**config.mk**
```make
export PLATFORM = sky130hd
export DESIGN_NAME = fetch_queue
export DESIGN_NICKNAME = d
export VERILOG_FILES = /design/src/rtl/fetch_queue.sv
export SDC_FILE = /design/constraint.sdc
export NUM_CORES = 1
export LEC_CHECK = 0
export BUFFER_PORTS_ARGS = -buffer_cell sky130_fd_sc_hd__clkbuf_2
export CAP_MARGIN = 10
export CORE_MARGIN = 1
export CORE_UTILIZATION = 58
export DETAILED_ROUTE_END_ITERATION = 8
export MAX_ROUTING_LAYER = met4
export PLACE_DENSITY = 0.87
export SETUP_SLACK_MARGIN = 0.02
export SLEW_MARGIN = 40
export SYNTH_ARGS = -nofsm -noshare
export SYNTH_HDL_FRONTEND = slang
export SYNTH_SLANG_ARGS = --single-unit
```
**constraint.sdc**
```tcl
create_clock -name clk -period 5.05 [get_ports clk]
set_clock_uncertainty 0.2 [all_clocks]
set_input_delay 0.505 -clock clk [delete_from_list [all_inputs] [get_ports clk]]
set_output_delay 0.505 -clock clk [all_outputs]
set_load 0.02 [all_outputs]
```
**src/rtl/fetch_queue.sv**
```systemverilog
// Instruction fetch queue: one {pc, ins} push per cycle, two oldest entries presented to dual-issue decode.
// Optional stall statistics counter enabled by defining FETCH_QUEUE_STATS_EN.
module fetch_queue #(
   parameter int unsigned DEPTH = 4,
   parameter int unsigned AW    = 2
) (
   input  logic          clk,
   input  logic          reset,
   input  logic          flush,
   input  logic          push_valid,
   input  logic [31:0]   push_pc,
   input  logic [31:0]   push_ins,
   output logic          push_ready,
   input  logic [1:0]    pop_count,
   output logic          out0_valid,
   output logic [31:0]   out0_pc,
   output logic [31:0]   out0_ins,
   output logic          out1_valid,
   output logic [31:0]   out1_pc,
   output logic [31:0]   out1_ins,
   output logic [AW:0]   count
`ifdef FETCH_QUEUE_STATS_EN
   ,
   output logic [31:0]   stall_count
`endif
);

   localparam int unsigned CW   = AW + 1;
   localparam logic [AW:0] FULL = CW'(DEPTH);
   localparam logic [AW:0] TWO  = CW'(2);

   typedef struct packed {
      logic [31:0] pc;
      logic [31:0] ins;
   } entry_t;

   entry_t        mem [DEPTH];
   logic [AW-1:0] head;
   logic [AW-1:0] tail;
   logic [AW-1:0] head_p1;
   logic          push_acc;
   logic [1:0]    pop_clip;
   logic [AW:0]   pop_req;
   logic [AW:0]   pop_eff;

   // Pop request is clipped to 2, then limited to what is actually held.
   always_comb begin
      push_ready = (count != FULL);
      push_acc   = push_valid && push_ready && !flush;
      pop_clip   = (pop_count == 2'd3) ? 2'd2 : pop_count;
      pop_req    = CW'(pop_clip);
      pop_eff    = (pop_req > count) ? count : pop_req;
      head_p1    = head + AW'(1);
   end

   always_ff @(posedge clk) begin
      if (reset) begin
         head  <= '0;
         tail  <= '0;
         count <= '0;
         for (int unsigned i = 0; i < DEPTH; i++) begin
            mem[AW'(i)] <= '0;
         end
      end else if (flush) begin
         head  <= '0;
         tail  <= '0;
         count <= '0;
      end else begin
         if (push_acc) begin
            mem[tail] <= '{pc: push_pc, ins: push_ins};
            tail      <= tail + AW'(1);
         end
         head  <= head + AW'(pop_eff);
         count <= count + CW'(push_acc) - pop_eff;
      end
   end

   // Read ports depend on registered state only; data is zeroed when the slot is empty.
   always_comb begin
      out0_valid = (count != '0);
      out1_valid = (count >= TWO);
      out0_pc    = out0_valid ? mem[head].pc     : '0;
      out0_ins   = out0_valid ? mem[head].ins    : '0;
      out1_pc    = out1_valid ? mem[head_p1].pc  : '0;
      out1_ins   = out1_valid ? mem[head_p1].ins : '0;
   end

`ifdef FETCH_QUEUE_STATS_EN
   // Counts cycles where fetch is held back by a full queue; survives flush.
   always_ff @(posedge clk) begin
      if (reset) begin
         stall_count <= '0;
      end else if (push_valid && !push_ready && !flush) begin
         stall_count <= stall_count + 32'd1;
      end
   end
`endif

endmodule

```
; ---- After elaboration in Yosys (flattened, before gate mapping)
; Memory sizes are Yosys's and may differ from the RTL's. A register that Yosys moved wholly into a read port is not among the register bits.
; Index checks and enable logic that the tools add are counted.
; Widths: inputs -> output; s select.
[op_classes]
order_cmp = 2
n_eq_ne = 2
muxes = 16
addsub = 5
n_reduce_logical = 6
[ops]
columns = cell, count
row1 = $mux 32, 4
row2 = $mux 64, 1
row3 = $reduce_or 64->1, 1
row4 = $mux 1, 7
row5 = $mux 2, 3
row6 = $add 2x1->2 const B, 2
row7 = $add 3x1->3, 1
row8 = $ge 3x2->1 const B, 1
row9 = $gt 2x3->1, 1
row10 = $mux 3, 1
row11 = $ne 3x3->1 const B, 1
row12 = $reduce_bool 3->1, 1
row13 = $sub 3x3->3, 1
row14 = $add 2x2->2, 1
row15 = $eq 2x2->1 const B, 1
row16 = $logic_and 1x1->1, 2
row17 = $reduce_or 2->1, 1
row18 = $logic_not 1->1, 1
[word_totals]
register_bits = 7
elab_cells = 35
mem_count = 1
ram_bits = 256
inputBits = 70
out_inout_bits = 134
[mem_list]
columns = memory, words, width, read_ports, rd_ports_with_merged_regs, write_ports, line_no
row1 = mem, 4, 64, 2, 1, 4, 37  ; entry_t mem [DEPTH];

; ---- Logic depth before layout (Yosys ltp)
; Gate-level depths: netlist (run 1).
[depth]
depth_word = 9
ltp_mapped = 12
ltp_nobuf = 12

; ---- Worst setup path after synthesis (run 1)
; OpenSTA, ideal clock, no wires.
[synth_timing]
path_kind = register to register
start = register count[1]
end = memory mem[2][0] (netlist name) (enable)
setup_slack_ns = 0.250
required_ns = 4.351
path_stages_with_launch = 5
n_path_buf = 1
period_less_slack_ns = 4.800
arrival_ns = 4.100
setup_time_ns = 0.499
path_cell_list = dfxtp_1 -> nor3b_2 -> buf_6 -> or2_2 -> o21bai_1
[synth_rtl]
columns = element, line_no
row1 = "start, declared", 21  ; output logic [AW:0] count
row2 = "start signal, assigned", 74  ; count <= count + CW'(push_acc) - pop_eff;
row3 = "end, declared", 37

; ---- Worst setup path in the final report (run 1)
[layout_timing]
start = register head[1]
end = output out1_ins[13]
[layout_via]
elab_chain_len = 3
[layout_rtl]
columns = element, line_no
row1 = "start, declared", 38  ; logic [AW-1:0] head;
row2 = "start signal, assigned", 73  ; head <= head + AW'(pop_eff);
row3 = $add 2x1->2, 53  ; head_p1 = head + AW'(1);
row4 = $mem_v2 4x64, n/a
row5 = $mux 32, 85  ; out1_ins = out1_valid ? mem[head_p1].ins : '0;
row6 = "end, declared", 20  ; output logic [31:0] out1_ins,
; Every way passes these cells.

==> results of run 1 <==
==> cell type report <==
cell class | count | area, um2 | area share, %
sequential | 263 | 7840 | 47.7
multi-input combinational | 563 | 5930 | 36.1
timing repair buffer | 224 | 1350 | 8.24
clock buffer | 37 | 743 | 4.53
tap | 319 | 399 | 2.43
clock inverter | 11 | 130 | 0.792
inverter | 7 | 26.3 | 0.160
antenna | 1 | 2.50 | 0.0152
==> where the power goes <==
group          switching, mW  total, mW  internal [mW]
clock                  0.784       1.96           1.17
sequential             0.108       2.64           2.53
combinational           1.02       1.76          0.738
total                   1.91       6.36           4.44
==> layout by cell type, fill, tap and decap left out, types with 2 or more instances in the layout <==
cell       Yosys  routed
buf_12         0       8
clkbuf_8       1       3
nor2_1         8       7
bufinv_16      0       3
clkinv_2       0       5
and2_1       196     196
xnor2_1        3       3
or2b_2         2       2
inv_1          7       7
clkinv_1       0       2
clkbuf_2      17     203
nor2b_1       65      65
ha_1           6       6
nor4_4         2       2
o21a_1         2       2
buf_4         11       9
clkbuf_16      0      27
o21ai_0        2       2
buf_16         0       4
dfxtp_4        0       2
mux2i_1        2       2
a21oi_1        2       2
or2_4          0       2
clkbuf_1      23       7
edfxtp_1     256     256
dfxtp_1        7       5
or3_2          2       2
or2_2          4       2
and2_2       128     128
mux4_2       129     129
==> registers in the layout (all words and copies together) (netlist names) <==
register	cells
head	2
mem	256
tail	2
count	3
==> layer usage <==
layer	vias up	routed length, um	share of wire (%)
met5	-	0	0
met4	0	800	2.6
met3	62	2060	6.7
met2	322	15900	51
met1	4288	12100	39
li1	3714	-	-
==> worst max-delay path, cell delays in order, from the launching register on <==
cell      delay, ns
dfxtp_4        0.84
buf_12         0.41
mux4_2         0.56
nor2b_1        0.16
clkbuf_2       0.18
==> through the flow <==
stage               instances  total power [mW]
finish                   1425              6.36
global route             1425              6.59
CTS                      1423              6.39
detailed placement       1375              4.45
global placement         1366              4.35
floorplan                 904              3.85
==> kinds of logic after synthesis <==
logic type               Yosys count  synth area share (%)
AO/OA/AOI/OAI                      8                 0.355
adder cells (fa/ha/maj)            7                 0.674
multiplexers                     131                  20.7
flip-flops                       263                  55.5
buffers and inverters             78                  2.75
AND/OR/NAND/NOR                  414                  19.8
XOR/XNOR                           3                 0.186
==> path summary, 6_finish.rpt <==
path | end | slack (ns)
worst max-delay path | out1_ins[13] | 1.61
worst min-delay path | mem[3][36] | 0.09
worst max register to register | count[2] | 1.61
worst min register to register | tail[0] | 0.38
==> reports/results.ini, run 1 <==
[synth]
postSynthAreaPerCell_um2 = 15.6
ys_seq_elements = 263
synth_area_leaders = edfxtp_1, mux4_2, and2_1, and2_2, nor2b_1
yosysWarningCount = 0
synthTopCellsByCount = edfxtp_1, and2_1, mux4_2
yosysMostFrequentCell = edfxtp_1
netlist_instances = 904
synth_top_cell_area_share_pct = 54.5
synth_edf_count = 256
synth_area_um2 = 14100
ys.flop_type = edfxtp_1
yosys.area.top_type = edfxtp_1
yosysUniqueCellTypes = 35
synth-seq-area-share_pct = 55.5
synth_fp_nets = 981
ys_async_sr_fraction_pct = 0

[drt]
wire_per_inst_um = 21.7
antenna_left = 0
vias = 8386
drc_errors = 0
dr.pass1.iters = 5
routed_wl_um = 30900
viasPerCell = 5.88
drt_iter0_drc = 627

[timing]
rsz0062_at_grt = no
fin_crit_sh_pct = 68.2
setup_slack_ns = 1.61
hold_viol = 0
fin_crit_ns = 3.44
setup_tns_ns = 0
tightest_slew_ns = 0.792
maxSlewViolCount = 0
whs_ns = 0.0938
slew_headroom_pct = 47.1
fmax_mhz = 291
setup_viol = 0

[worst_setup_path]
worstPathMaxFanout = 52
reg2reg_depth = 12
r2r_start = count[1]
worstPathRequired_ns = 4.35
cp.arrival_ns = 2.74
critPathKind = flip-flop to output pin
critPathCaptureType = output pin
startpoint = head[1]
worstSetupStartpointType = flip-flop

[pwr]
ir_drop_mv = 0.260
p_per_area_nw_per_um2 = 387
p_leak_nw = 6.27

[global_routing]
grtUsageMet2_pct = 43.5
grt-ovfl-total = 0
gr-usage-met1_pct = 33.3
top_usage_layer = met2
grt_use_total_pct = 26.2
grt_first_pass_wirelength_um = 47600
grt_max_degree = 70
grt_pass1_vias = 8624
antenna_found_initial = 1
grt_use_met3_pct = 4.19

[clock_tree]
clockBufferDepth = 3
cts_root_buf = clkbuf_16
cts_resized = 0
holdBufCountCts = 0
cts_sinks = 263
cts_max_level = 1
cts_buffers = 26
path_clk_slew_ns = 0.06
post_cts_buffers = 0
clk_latency_ns = 0.52
tritoncts = done

[place]
io_buffers = 203
place_congestion = 0.765
placed_cell_area_um2 = 15500
hpwlAfterDp_um = 19800
place_ws_ns = 1.64

[worst_hold_path]
hold_class = primary input to flip-flop
hold_depth = 2
hp-start = push_pc[4]

[finish]
fin_nets = 1162
fillers = 1592
finalInstanceArea_um2 = 16400
drive_gt1_share_pct = 48.8
syn_to_final_growth_pct = 16.4
final_util_pct = 69.4

[run_status]
run_status = finished, final reports clean

[die]
start_util_pct = 59.6
rows = 56
chipWidth_um = 158
io-pin-count = 204
chipHeight_um = 158
core-area_um2 = 23700
die_area_um2 = 24900

[flow_run]
cap_violations = 0

(Power assumes the default switching activity.)
==> inputs of run 2 (changes only) <==
- clock period: 5.05 -> 3.21 ns (I/O delays scaled with it)
==> run 2 against run 1 <==
Compared with the run above: utilization rose by 3.5 points; count of clock-buffer cells in the layout fell by 5; design area rose by 5.0%; highest routed layer unchanged; largest power group unchanged; sequential share of layout area fell by 2.3 points.
==> reports/results.ini, run 2 (synthesis gave the netlist of run 1 again) <==
[drt]
antenna_left = 0  ; unchanged
routed_wl_um = 33200  ; +7.5%
drc_errors = 0  ; unchanged
dr.pass1.iters = 5  ; unchanged
drt_iter0_drc = 678  ; +8.1%
vias = 8945  ; +6.7%
wire_per_inst_um = 22.1  ; +1.9%
viasPerCell = 5.95  ; +1.1%

[worst_setup_path]
cp_slowest_cell = fa_1
cp_common_cell = ha_1
worstPathRequired_ns = 3.43  ; -0.92 ns
critPathKind = flip-flop to flip-flop
worstSetupStartpointType = flip-flop
path_cells = inv_1, ha_1, nor2b_1, o21ai_1, mux2i_1, ha_1, inv_1, ha_1, fa_1, xnor2_1, xnor2_1, nor2_1
critPathCaptureType = flip-flop
worstPathMaxFanout = 3  ; -94%
rrSetupSlack_ns = 0.28  ; -1.32 ns
r2r_start = count[1]
cp.arrival_ns = 3.15  ; +0.41 ns
reg2reg_depth = 12  ; unchanged
r2r_end = count[2]
cpPeakStageDelay_ns = 0.43  ; -0.41 ns

[pwr]
sw_frac_of_total_pct = 29.6  ; -0.50 points
p_per_area_nw_per_um2 = 614  ; +59%
p_clk_share_pct = 34.2  ; +3.4 points
pwr-share-comb_pct = 26.8  ; -0.9 points
sequentialPowerShare_pct = 39.0  ; -2.5 points
switchingPower_mw = 3.13  ; +64%
ir_drop_mv = 0.473  ; +82%
intPower_mw = 7.45  ; +68%
p_leak_nw = 6.64  ; +6.0%

[timing]
setup_viol = 0  ; unchanged
maxSlewViolCount = 0  ; unchanged
setup_tns_ns = 0  ; unchanged
fin_crit_sh_pct = 91.1
rsz0062_at_grt = no
tightest_slew_ns = 0.730  ; -0.0625 ns
slew_headroom_pct = 51.4  ; +4.3 points
fin_crit_ns = 2.93
fmax_mhz = 342
hold_viol = 0  ; unchanged

[worst_hold_path]
hp-start = pop_count[1]
hold_depth = 3  ; +1
whs_endpoint = head[1]
hold_class = primary input to flip-flop

[clock_tree]
clockBufferDepth = 3  ; unchanged
cts_sinks = 263  ; unchanged
post_cts_buffers = 0  ; unchanged
cts_max_level = 1  ; unchanged
path_clk_slew_ns = 0.06  ; about the same
cts_root_buf = clkbuf_16
tritoncts = done
cts_buffers = 28  ; +7.7%
clk_latency_ns = 0.53  ; about the same

[finish]
seqCellArea_um2 = 7840  ; unchanged
fillers = 1515  ; -4.8%
finalInstanceArea_um2 = 17200  ; +5.0%
largest_reg_flops = 256  ; unchanged
layout_common_cells = edfxtp_1, clkbuf_2, and2_1, mux4_2, and2_2
layout_commonest_cell = edfxtp_1
top_regs = mem x256, count x3
top_register = mem
antenna_cells = 0  ; -1
drive_gt1_share_pct = 46.8  ; -2.0 points
fin_nets = 1239  ; +6.6%
multi_input_area_um2 = 5930  ; -0.11%
syn_to_final_growth_pct = 22.2

[run_status]
run_status = finished, final reports clean

[place]
io_buffers = 203  ; unchanged
place_congestion = 0.841  ; +10%
placed_cell_area_um2 = 15500  ; +0.13%
hpwlAfterDp_um = 19800  ; -0.19%

[die]
chipWidth_um = 158  ; unchanged
core-area_um2 = 23700  ; unchanged
die_area_um2 = 24900  ; unchanged
chipHeight_um = 158  ; unchanged
start_util_pct = 59.6  ; unchanged
rows = 56  ; unchanged
io-pin-count = 204  ; unchanged

[global_routing]
grt_max_degree = 66  ; -5.7%
grt_use_total_pct = 27.9  ; +1.8 points
antenna_found_initial = 0  ; -1
grt-ovfl-total = 0  ; unchanged
grt_pass1_vias = 9363  ; +8.6%
grt_first_pass_wirelength_um = 50200  ; +5.5%

[flow_run]
cap_violations = 0  ; unchanged

## run 2: what timing repair did
| item | CTS | global route |
|---|---|---|
| hold buffers | 66 | 0 |
| setup endpoints to repair | 0 | 1 |
| resized for setup | 0 | 1 |
| endpoints found under the hold margin | 259 | 0 |
## run 2: per-stage QoR
step	util (%)	instances	setup slack [ns]	power (mW)	hold WS (ns)
3_3_place_gp	65.6	1385	0.166	6.89	0.323
2_1_floorplan	-	904	0.0503	6.05	0.287
5_1_grt	72.8	1503	0.130	11.0	0.0679
3_5_place_dp	65.6	1385	0.0578	6.96	0.328
6_report	72.8	1503	0.284	10.6	0.0665
4_1_cts	72.8	1503	0.110	10.6	0.0390
## run 2: final cells by class
class,count,share of cell area (%)
flip-flops and latches,263,45.4
multi-input cells,563,34.4
repair buffers,299,11.7
clock buffers,32,4.27
well taps,319,2.31
clock inverters,20,1.76
inverters,7,0.152
## run 2: worst max-delay path, delay by kind of cell, from the launching register on
family | cells | cell delay (ns)
multiplexers | 1 | 0.16
adder cells (fa/ha/maj) | 4 | 1.21
AO/OA/AOI/OAI | 1 | 0.30
buffers and inverters | 2 | 0.10
flip-flops | 1 | 0.32
XOR/XNOR | 2 | 0.34
AND/OR/NAND/NOR | 2 | 0.19
## run 2: power by group through the flow
| stage | Sequential (mW) | Clock, mW | Combinational, mW |
|---|---|---|---|
| 2_1_floorplan | 4.13 | 0 | 1.92 |
| 5_1_grt | 4.14 | 3.78 | 3.03 |
| 4_1_cts | 4.12 | 3.64 | 2.85 |
| 3_5_place_dp | 4.19 | 0 | 2.77 |
| 3_3_place_gp | 4.16 | 0 | 2.72 |
| 6_report | 4.12 | 3.62 | 2.84 |
## run 2: routing by layer
layer,wire [um],global-route usage [%],vias up
met5,0,-,-
met2,17500,48.1,402
li1,-,-,3877
met4,1260,12.5,0
met3,2010,2.96,91
met1,12400,33.5,4575
## run 2: how the worst max path moves through the flow
stage	start	endpoint	slack (ns)
2_1_floorplan	count[1]	count[2]	0.05
3_3_place_gp	pop_count[1]	count[2]	0.17
3_5_place_dp	pop_count[1]	count[2]	0.06
4_1_cts	count[1]	count[2]	0.11
5_1_grt	count[1]	count[2]	0.13
6_report	count[1]	count[2]	0.28
